## src/rtl/regfile_writeback_queue.sv

```systemverilog
// Purpose: in-order writeback queue feeding the register file write port, with operand forwarding.
// Latency: a result accepted at edge N is written out (reg_write high) during cycle N+1 -> N+2 at the earliest.
// Backpressure: mem_ready/alu_ready drop when the queue is full; loads take priority; wb_stall holds the drain.
module regfile_writeback_queue #(
  parameter int DEPTH      = 4,
  parameter int DATA_WIDTH = 32,
  parameter int ADDR_WIDTH = 5
) (
  input  logic                       clk,
  input  logic                       reset,
  input  logic                       alu_valid,
  input  logic [ADDR_WIDTH-1:0]      alu_dest,
  input  logic [DATA_WIDTH-1:0]      alu_data,
  output logic                       alu_ready,
  input  logic                       mem_valid,
  input  logic [ADDR_WIDTH-1:0]      mem_dest,
  input  logic [DATA_WIDTH-1:0]      mem_data,
  output logic                       mem_ready,
  input  logic                       wb_stall,
  output logic                       reg_write,
  output logic [ADDR_WIDTH-1:0]      write_reg,
  output logic [DATA_WIDTH-1:0]      write_data,
  input  logic [ADDR_WIDTH-1:0]      read_reg_1,
  input  logic [ADDR_WIDTH-1:0]      read_reg_2,
  output logic                       fwd_hit_1,
  output logic [DATA_WIDTH-1:0]      fwd_data_1,
  output logic                       fwd_hit_2,
  output logic [DATA_WIDTH-1:0]      fwd_data_2,
  output logic [$clog2(DEPTH):0]     count
);

  localparam int PTR_W = $clog2(DEPTH);
  localparam int CNT_W = $clog2(DEPTH) + 1;

  // Entry storage is never reset; validity is tracked purely by head/count.
  logic [ADDR_WIDTH-1:0] dest_q [DEPTH];
  logic [DATA_WIDTH-1:0] data_q [DEPTH];

  logic [PTR_W-1:0]      head;
  logic [PTR_W-1:0]      tail;
  logic                  full;
  logic                  accept;
  logic                  push;
  logic                  pop;
  logic [ADDR_WIDTH-1:0] in_dest;
  logic [DATA_WIDTH-1:0] in_data;

  // Readiness looks only at the current occupancy, never at a same-cycle pop.
  assign full      = (count == CNT_W'(DEPTH));
  assign mem_ready = !full;
  assign alu_ready = !full && !mem_valid;

  // Pick the offered result: a load always wins over an ALU result.
  always_comb begin
    in_dest = alu_dest;
    in_data = alu_data;
    if (mem_valid) begin
      in_dest = mem_dest;
      in_data = mem_data;
    end
  end

  // r0 results finish the handshake but are dropped instead of occupying a slot.
  assign accept = (mem_valid && mem_ready) || (alu_valid && alu_ready);
  assign push   = accept && (in_dest != '0);
  assign pop    = (count != '0) && !wb_stall;

  // Queue pointers and occupancy.
  always_ff @(posedge clk) begin
    if (reset) begin
      head  <= '0;
      tail  <= '0;
      count <= '0;
    end else begin
      if (push) tail <= tail + 1'b1;
      if (pop)  head <= head + 1'b1;
      case ({push, pop})
        2'b10:   count <= count + 1'b1;
        2'b01:   count <= count - 1'b1;
        default: count <= count;
      endcase
    end
  end

  // Write accepted results into the tail slot.
  always_ff @(posedge clk) begin
    if (push) begin
      dest_q[tail] <= in_dest;
      data_q[tail] <= in_data;
    end
  end

  // Output register: move the head entry to the register file write port.
  always_ff @(posedge clk) begin
    if (reset) begin
      reg_write  <= 1'b0;
      write_reg  <= '0;
      write_data <= '0;
    end else if (pop) begin
      reg_write  <= 1'b1;
      write_reg  <= dest_q[head];
      write_data <= data_q[head];
    end else begin
      reg_write  <= 1'b0;
    end
  end

  // Scan oldest to youngest so the last match (youngest) overrides earlier ones.
  // The output register is the oldest pending value, the tail the youngest.
  function automatic logic [DATA_WIDTH:0] fwd_lookup(input logic [ADDR_WIDTH-1:0] rr);
    logic                  hit;
    logic [DATA_WIDTH-1:0] dat;
    logic [PTR_W-1:0]      idx;
    hit = 1'b0;
    dat = '0;
    idx = '0;
    if (rr != '0) begin
      if (reg_write && (write_reg == rr)) begin
        hit = 1'b1;
        dat = write_data;
      end
      for (int i = 0; i < DEPTH; i++) begin
        idx = head + PTR_W'(i);
        if ((CNT_W'(i) < count) && (dest_q[idx] == rr)) begin
          hit = 1'b1;
          dat = data_q[idx];
        end
      end
    end
    return {hit, dat};
  endfunction

  // Forwarding lookup for both read ports.
  always_comb begin
    {fwd_hit_1, fwd_data_1} = fwd_lookup(read_reg_1);
    {fwd_hit_2, fwd_data_2} = fwd_lookup(read_reg_2);
  end

endmodule

```

## config.mk

```make
export PLATFORM = sky130hd
export DESIGN_NAME = regfile_writeback_queue
export DESIGN_NICKNAME = d
export VERILOG_FILES = /design/src/rtl/regfile_writeback_queue.sv
export SDC_FILE = /design/constraint.sdc
export NUM_CORES = 1
export LEC_CHECK = 0
export CAP_MARGIN = 20
export CORE_ASPECT_RATIO = 0.7
export CORE_MARGIN = 2
export CORE_UTILIZATION = 56
export DETAILED_ROUTE_END_ITERATION = 10
export PLACE_DENSITY = 0.82
export SETUP_SLACK_MARGIN = 0.4
export SLEW_MARGIN = 10
export SYNTH_ARGS = -nofsm -noshare
export SYNTH_HDL_FRONTEND = slang
export SYNTH_SLANG_ARGS = --single-unit
```

## constraint.sdc

```tcl
create_clock -name clk -period 3.78 [get_ports clk]
set_input_delay 0.567 -clock clk [delete_from_list [all_inputs] [get_ports clk]]
set_output_delay 0.567 -clock clk [all_outputs]
set_load 0.02 [all_outputs]
```

==> impl_results.md, run 1 <==
- Sinks on Clock Net: 195
- Slew at the pin closest to its max-slew limit: 1.183 ns
- Worst setup path endpoint: fwd_data_2[23]
- Maximum net fanout on the critical path: 8
- Ant diodes: 0
- FF+latch count, synth: 195
- Total number of vias: 13970
- Proportion of total power due to net switching: 0.4351
- Outcome: finished, violations left
- Count of flip-flops with a built-in enable after synthesis: 148
- Core outline area: 23580 µm²
- Die boundary height: 133.5 µm
- Post-synthesis instance area: 13430 µm²
- CTS Buffer Depth: 2
- Leading registers by flop count: data_q x128, write_data x32, dest_q x20
- Sort of element at the end of the critical path: primary output
- Vias in the first global route: 12520
- Number of optimization iterations in the first detailed-route pass: 9
- DIE AREA: 25250 µm²
- Hold buffers post-CTS: 0
- Worst VDD drop: 0.5113 mV
- First DRT Iteration DRCs: 2762
- Warning count from the yosys run: 0
- Cells after Synth: 1041
- Layout cell share with drive strength beyond 1: 0.4876
- CTS tree: done
- Reg2reg setup slack: 0.94 ns
- Sequential cell fraction of total power: 0.290
- Endpoint of the worst-slack reg-to-reg timing path: count[2]
- Clock power share: 0.165
- Largest net degree at the start of global routing: 54
- Max_slew headroom: 0.2116
- Most flop-heavy register: data_q
- Worst r2r src: count[0]
- Buffers added on ports: 197
- Post-synthesis area per instance: 12.90 µm²
- TritonCTS buffer count: 17
- All-layer global routing usage: 0.4037
- R2R cell count: 10
- Die Width: 189.1 µm
- Synthesized net count: 1139
- Grt ovf: 0
- Number of antenna violations at the first check in global routing: 1
- Number of vias per cell after detailed routing: 8.255
- Util after Layout: 0.8348
- First-pass GRT wire length: 76530 µm
- Setup TNS: -9.836 ns
- Clock transition at path regs: 0.08 ns
- Portion of the post-synthesis area used by sequential elements: 0.4011
- Final weighted congestion in routability-driven placement: 0.9411
- Failing checks: negative setup slack
- Fraction of registers with async set/reset: 0
- Most frequent cells in the layout: mux4_2, edfxtp_1, buf_4, clkdlybuf4s50_1, nand2_1
- # setup viols final: 63
- Number of flip-flops under the largest register name: 128
- Final wirelength: 61690 µm
- Leading area contributor after synthesis: edfxtp_1
- Half-perimeter wire length after placement: 30130 µm
- Final hold slack: 0.5317 ns
- Maximum level of the CTS H-tree: 4
- Final Skew: 0.01913 ns
- Final hold viol count: 0
- Effective utilization at floorplan: 0.5693
- Unrepaired setup endpoints after global routing: yes
- Design internal power: 6.475 mW
- Static power due to leakage: 6.670 nW
- DR WL/cell: 36.46 µm
- Fin crit share: 1.119
- Most used flip-flop cell after synthesis: edfxtp_1
- Top-Level Pins: 198
- P&R area growth vs syn: 46.64%
- Achievable clock frequency: 0.2364 GHz
- Share of the synthesized area in the top cell type: 0.3310
- Net count, final: 1459
- Final slew viol count: 0
- HP Class: reg -> reg
- Post-route cell area: 19690 µm²
- Worst setup path class: reg -> out
- Std-Cell Rows: 47
- Data required time at the worst endpoint: 3.21 ns
- Post-synthesis cell type count: 45
- Placed cell area: 16720 µm²
- Final critical-path setup slack: -0.4492 ns
- Number of remaining DRC errors: 0
- Switching power summed over all nets: 4.987 mW
- Root buf cell: clkbuf_16
- Number of nets with antenna violations after routing: 0
- Max-cap violations: 0
- Synth area leaders: edfxtp_1, mux4_2, dfxtp_1, a32oi_1, mux2_2
- Crit path launch: dest_q[0][3]
- Time the worst path needs with I/O delays and setup: 4.229 ns
- Total power divided by cell area: 582.2 nW/µm²
- Power share of the combinational group: 0.545
- Type of origin of the critical path: register
- Arrival time reported for the critical path endpoint: 3.66 ns
- Clock Latency Late Sink: 0.49 ns
-- critical path, stage by stage, from the launching register on --
cell and delay [ns]:
edfxtp_1 0.51, mux4_2 0.55, buf_4 0.20, xor2_4 0.21
nor4_4 0.05, buf_4 0.17, buf_4 0.14, a21oi_4 0.26
buf_12 0.21, buf_6 0.15, a221oi_4 0.08, o31ai_2 0.42
buf_4 0.22
-- metal layers --
| metal | up-vias | GRT usage | part of all wire |
|---|---|---|---|
| li1 | 4953 | - | - |
| met1 | 6576 | 0.5402 | 0.31 |
| met2 | 1801 | 0.6048 | 0.42 |
| met3 | 633 | 0.1246 | 0.18 |
| met4 | 4 | 0.1957 | 0.088 |
| met5 | - | 0 | 0.0011 |
-- timing repair --
action | 4_1_cts | 5_1_grt
cloned | 8 | 4
buffers inserted | 40 | 34
resized for setup | 475 | 150
pin swaps | 61 | 70
endpoints found under the hold margin | 0 | 0
setup endpoints to repair | 66 | 66
-- logic make-up after synthesis --
kind of cell             share of synthesized area
AND/OR/NAND/NOR                            0.07735
buffers and inverters                      0.04343
multiplexers                                0.2800
XOR/XNOR                                   0.03588
adder cells (fa/ha/maj)                   0.008388
flip-flops                                  0.4011
AO/OA/AOI/OAI                               0.1539
-- worst min-delay path by stage --
stage | end | cells past startpoint | start
finish | write_reg[2] | 2 | write_reg[2]
global route | write_data[20] | 2 | write_data[20]
CTS | write_data[16] | 2 | write_data[16]
detailed placement | write_data[25] | 2 | write_data[25]
global placement | write_data[25] | 2 | write_data[25]
floorplan | tail[0] | 2 | tail[0]
-- cells in the mapped netlist (all sizes together), types with 18 or more instances --
master,count
edfxtp,148
mux4,148
nand2,89
nor2,71
clkbuf,61
a221oi,56
a32oi,56
o31ai,56
a21oi,55
buf,53
dfxtp,47
xor2,37
mux2,36
xnor2,18
-- power by group through the flow --
stage / registers [mW] / logic (mW) / clock network [mW]
after floorplan: 3.20 / 3.12 / 0
after global placement: 3.20 / 4.74 / 0
after detailed placement: 3.24 / 4.85 / 0
after CTS: 3.20 / 5.25 / 1.82
after global routing: 3.34 / 6.36 / 1.94
final: 3.33 / 6.24 / 1.89
-- per-stage QoR --
step	total power, mW	std cells	worst slack [ns]
CTS	10.27	1654	-0.07169
global route	11.64	1692	-0.4050
finish	11.46	1692	-0.4492
floorplan	6.315	1041	0.4786
detailed placement	8.094	1574	-0.3553
global placement	7.937	1574	-0.3177
-- final cells by class --
type,instances,area (µm²)
repair buffers,415,4509
clock buffers,18,450.4
well taps,318,397.9
flip-flops and latches,195,5398
multi-input cells,724,8766
fillers,997,3895
clock inverters,14,135.1
inverters,8,30.03
Power figures use the tool's default switching activity.
==> run 2: changes to the inputs <==
--- a/config.mk
+++ b/config.mk
@@ -6,11 +6,12 @@
 export NUM_CORES = 1
 export LEC_CHECK = 0
 export CAP_MARGIN = 20
-export CORE_ASPECT_RATIO = 0.7
+export CELL_PAD_IN_SITES_DETAIL_PLACEMENT = 0
+export CELL_PAD_IN_SITES_GLOBAL_PLACEMENT = 1
 export CORE_MARGIN = 2
-export CORE_UTILIZATION = 56
+export CORE_UTILIZATION = 45
 export DETAILED_ROUTE_END_ITERATION = 10
-export PLACE_DENSITY = 0.82
+export PLACE_DENSITY_LB_ADDON = 0.1
 export SETUP_SLACK_MARGIN = 0.4
 export SLEW_MARGIN = 10
 export SYNTH_ARGS = -nofsm -noshare
==> impl_results.md, run 2 (same netlist as run 1, synthesis figures left out) <==
- Outcome: finished, violations left
- Failing checks: negative setup slack
- CTS tree: done
- Std-Cell Rows: 63 (+34%)
- Clock transition at path regs: 0.09 ns (about the same)
- Setup TNS: -1.947 ns (+7.889 ns)
- Fill cell instance count of the final layout: 2215 (+120%)
- Worst VDD drop: 0.6059 mV (+18%)
- Worst path cell trace: buf_6 > buf_6 > mux4_2 > xor2_2 > nor4_4 > and2_4 > buf_12 > buf_12 > clkbuf_16 > a221oi_2 > o31ai_2 > buf_4
- Ant diodes: 0 (unchanged)
- Sinks on Clock Net: 195 (unchanged)
- Arrival time reported for the critical path endpoint: 3.34 ns (-0.32 ns)
- Sort of element at the end of the critical path: primary output
- Worst setup path class: reg -> out
- Buffers added on ports: 197 (unchanged)
- Peak per-stage delay on the critical path: 0.56 ns (about the same)
- Fin crit share: 1.034 (-0.08449)
- CTS Buffer Depth: 2 (unchanged)
- Final Skew: 0.01871 ns (-0.0004150 ns)
- Maximum net fanout on the critical path: 5 (-3)
- Type of origin of the critical path: register
- Final weighted congestion in routability-driven placement: 0.8695 (-7.6%)
- DR WL/cell: 27.13 µm (-26%)
- Final wirelength: 47310 µm (-23%)
- Unrepaired setup endpoints after global routing: yes
- First-pass GRT wire length: 68990 µm (-9.9%)
- Dpl ws: -0.3378 ns (+0.01753 ns)
- Endpoint of the worst-slack reg-to-reg timing path: count[2]
- Top-Level Pins: 198 (unchanged)
- Post-Layout Cell Count: 1744 (+3.1%)
- Number of nets with antenna violations after routing: 0 (unchanged)
- Most flop-heavy register: data_q
- Maximum level of the CTS H-tree: 4 (unchanged)
- Slew at the pin closest to its max-slew limit: 0.9645 ns (-0.2181 ns)
- Number of remaining DRC errors: 0 (unchanged)
- Most frequent cells in the layout: mux4_2, edfxtp_1, buf_4, clkdlybuf4s50_1, nand2_1
- Number of antenna violations at the first check in global routing: 0 (-1)
- Time the worst path needs with I/O delays and setup: 3.910 ns (-0.3194 ns)
- Grt ovf: 0 (unchanged)
- Worst r2r src: count[0]
- Data required time at the worst endpoint: 3.21 ns (about the same)
- Root buf cell: clkbuf_16
- Largest net degree at the start of global routing: 99 (+83%)
- Vias in the first global route: 11120 (-11%)
- Launch point of the worst hold path: write_data[11]
- First DRT Iteration DRCs: 1144 (-59%)
- Layout cell share with drive strength beyond 1: 0.4719 (-0.01569)
- Max_slew headroom: 0.3570 (+0.1454)
- Final critical-path setup slack: -0.1299 ns (+0.3194 ns)
- Multi-input logic area: 8357 µm² (-4.7%)
- Half-perimeter wire length after placement: 29620 µm (-1.7%)
- DIE AREA: 31230 µm² (+24%)
- Number of optimization iterations in the first detailed-route pass: 7 (-2)
- Achievable clock frequency: 0.2558 GHz (+8.2%)
- R2R cell count: 9 (-1)
- Count of placed standard cells including taps: 1650 (+4.8%)
- Hold-critical path depth: 2 (unchanged)
- Post-layout power: 10.60 mW (-7.5%)
- Core outline area: 29480 µm² (+25%)
- Slowest stage cell, crit path: mux4_2
- Effective utilization at floorplan: 0.4554 (-0.1139)
- Placed cell area: 16900 µm² (+1.0%)
- Crit path launch: head[0]
- Net count, final: 1439 (-1.4%)
- Final hold viol count: 0 (unchanged)
- TritonCTS buffer count: 17 (unchanged)
- Footprint of the flip-flops and latches: 5398 µm² (unchanged)
- Reg2reg setup slack: 1.11 ns (+0.17 ns)
- Max-cap violations: 0 (unchanged)
- All-layer global routing usage: 0.2968 (-0.1069)
- Hold worst-path end: write_data[11]
- Number of vias per cell after detailed routing: 6.589 (-20%)
- HP Class: reg -> reg
- Total power divided by cell area: 552.7 nW/µm² (-5.1%)
- P&R area growth vs syn: 42.83%
- Post-route cell area: 19180 µm² (-2.6%)
- # setup viols final: 47 (-25%)
- Static power due to leakage: 6.565 nW (-1.6%)
- Leading registers by flop count: data_q x128, write_data x32, dest_q x20
- Number of flip-flops under the largest register name: 128 (unchanged)
- Final slew viol count: 0 (unchanged)
- Die boundary height: 176.7 µm (+32%)
- Die Width: 176.7 µm (-6.5%)
- Total number of vias: 11490 (-18%)
- Clock Latency Late Sink: 0.46 ns (-0.03 ns)
==> run 2: cell count changes in the layout (fill, tap and decap cells not counted), moves of 8 or more <==
cell      previous run  this run
buf_6               63        42
a221oi_2            28        42
o31ai_2             27        38
buf_12              47        55
o31ai_4             16         2
a221oi_4            23        11
==> run 2: area by class of cell <==
| class | instances | area share |
|---|---|---|
| Clock buffer | 18 | 0.02238 |
| Clock inverter | 14 | 0.008482 |
| Inverter | 8 | 0.001566 |
| Multi-Input combinational cell | 724 | 0.4358 |
| Sequential cell | 195 | 0.2815 |
| Timing Repair Buffer | 395 | 0.2248 |
| Tap cell | 390 | 0.02545 |
==> run 2: report_power, final <==
group          switching (mW)  internal, mW
Clock                   0.935         0.948
Combinational            2.87          2.65
Sequential              0.429          2.77
==> run 2: what timing repair did <==
action | 4_1_cts | 5_1_grt
buffers inserted | 23 | 30
cloned | 5 | 4
hold buffers | 0 | 0
setup endpoints to repair | 66 | 66
pin swaps | 42 | 58
gates resized for setup | 383 | 164
==> run 2: through the flow <==
stage            util  hold slack [ns]
6_report       0.6505           0.5107
2_1_floorplan       -           0.5382
3_5_place_dp   0.5732           0.4819
3_3_place_gp   0.5732           0.4795
4_1_cts        0.6072           0.4947
5_1_grt        0.6505           0.5439
==> run 2: worst max-delay path by stage <==
stage / to / slack [ns] / depth (start not counted)
CTS: fwd_data_1[21] / 0.004 / 11
detailed placement: fwd_data_1[29] / -0.34 / 10
floorplan: fwd_data_2[11] / 0.48 / 8
global route: fwd_data_1[1] / -0.15 / 14
finish: fwd_data_1[30] / -0.13 / 12
global placement: fwd_data_1[30] / -0.28 / 10
==> run 2: metal layers <==
metal / track usage / part of all wire
met5: 0 / 0
met4: 0.1098 / 0.032
met3: 0.04940 / 0.081
met2: 0.4805 / 0.48
met1: 0.4043 / 0.41
==> run 2: critical path: cells and delay by family (launching register included) <==
kind                      cells  cell delay (ns)
xor gates and xnor gates      1             0.21
and+or+nand+nor               2             0.54
muxes                         1             0.56
AOI/OAI and AO/OA             2             0.33
buffers and inverters         6             0.84
DFF                           1             0.38
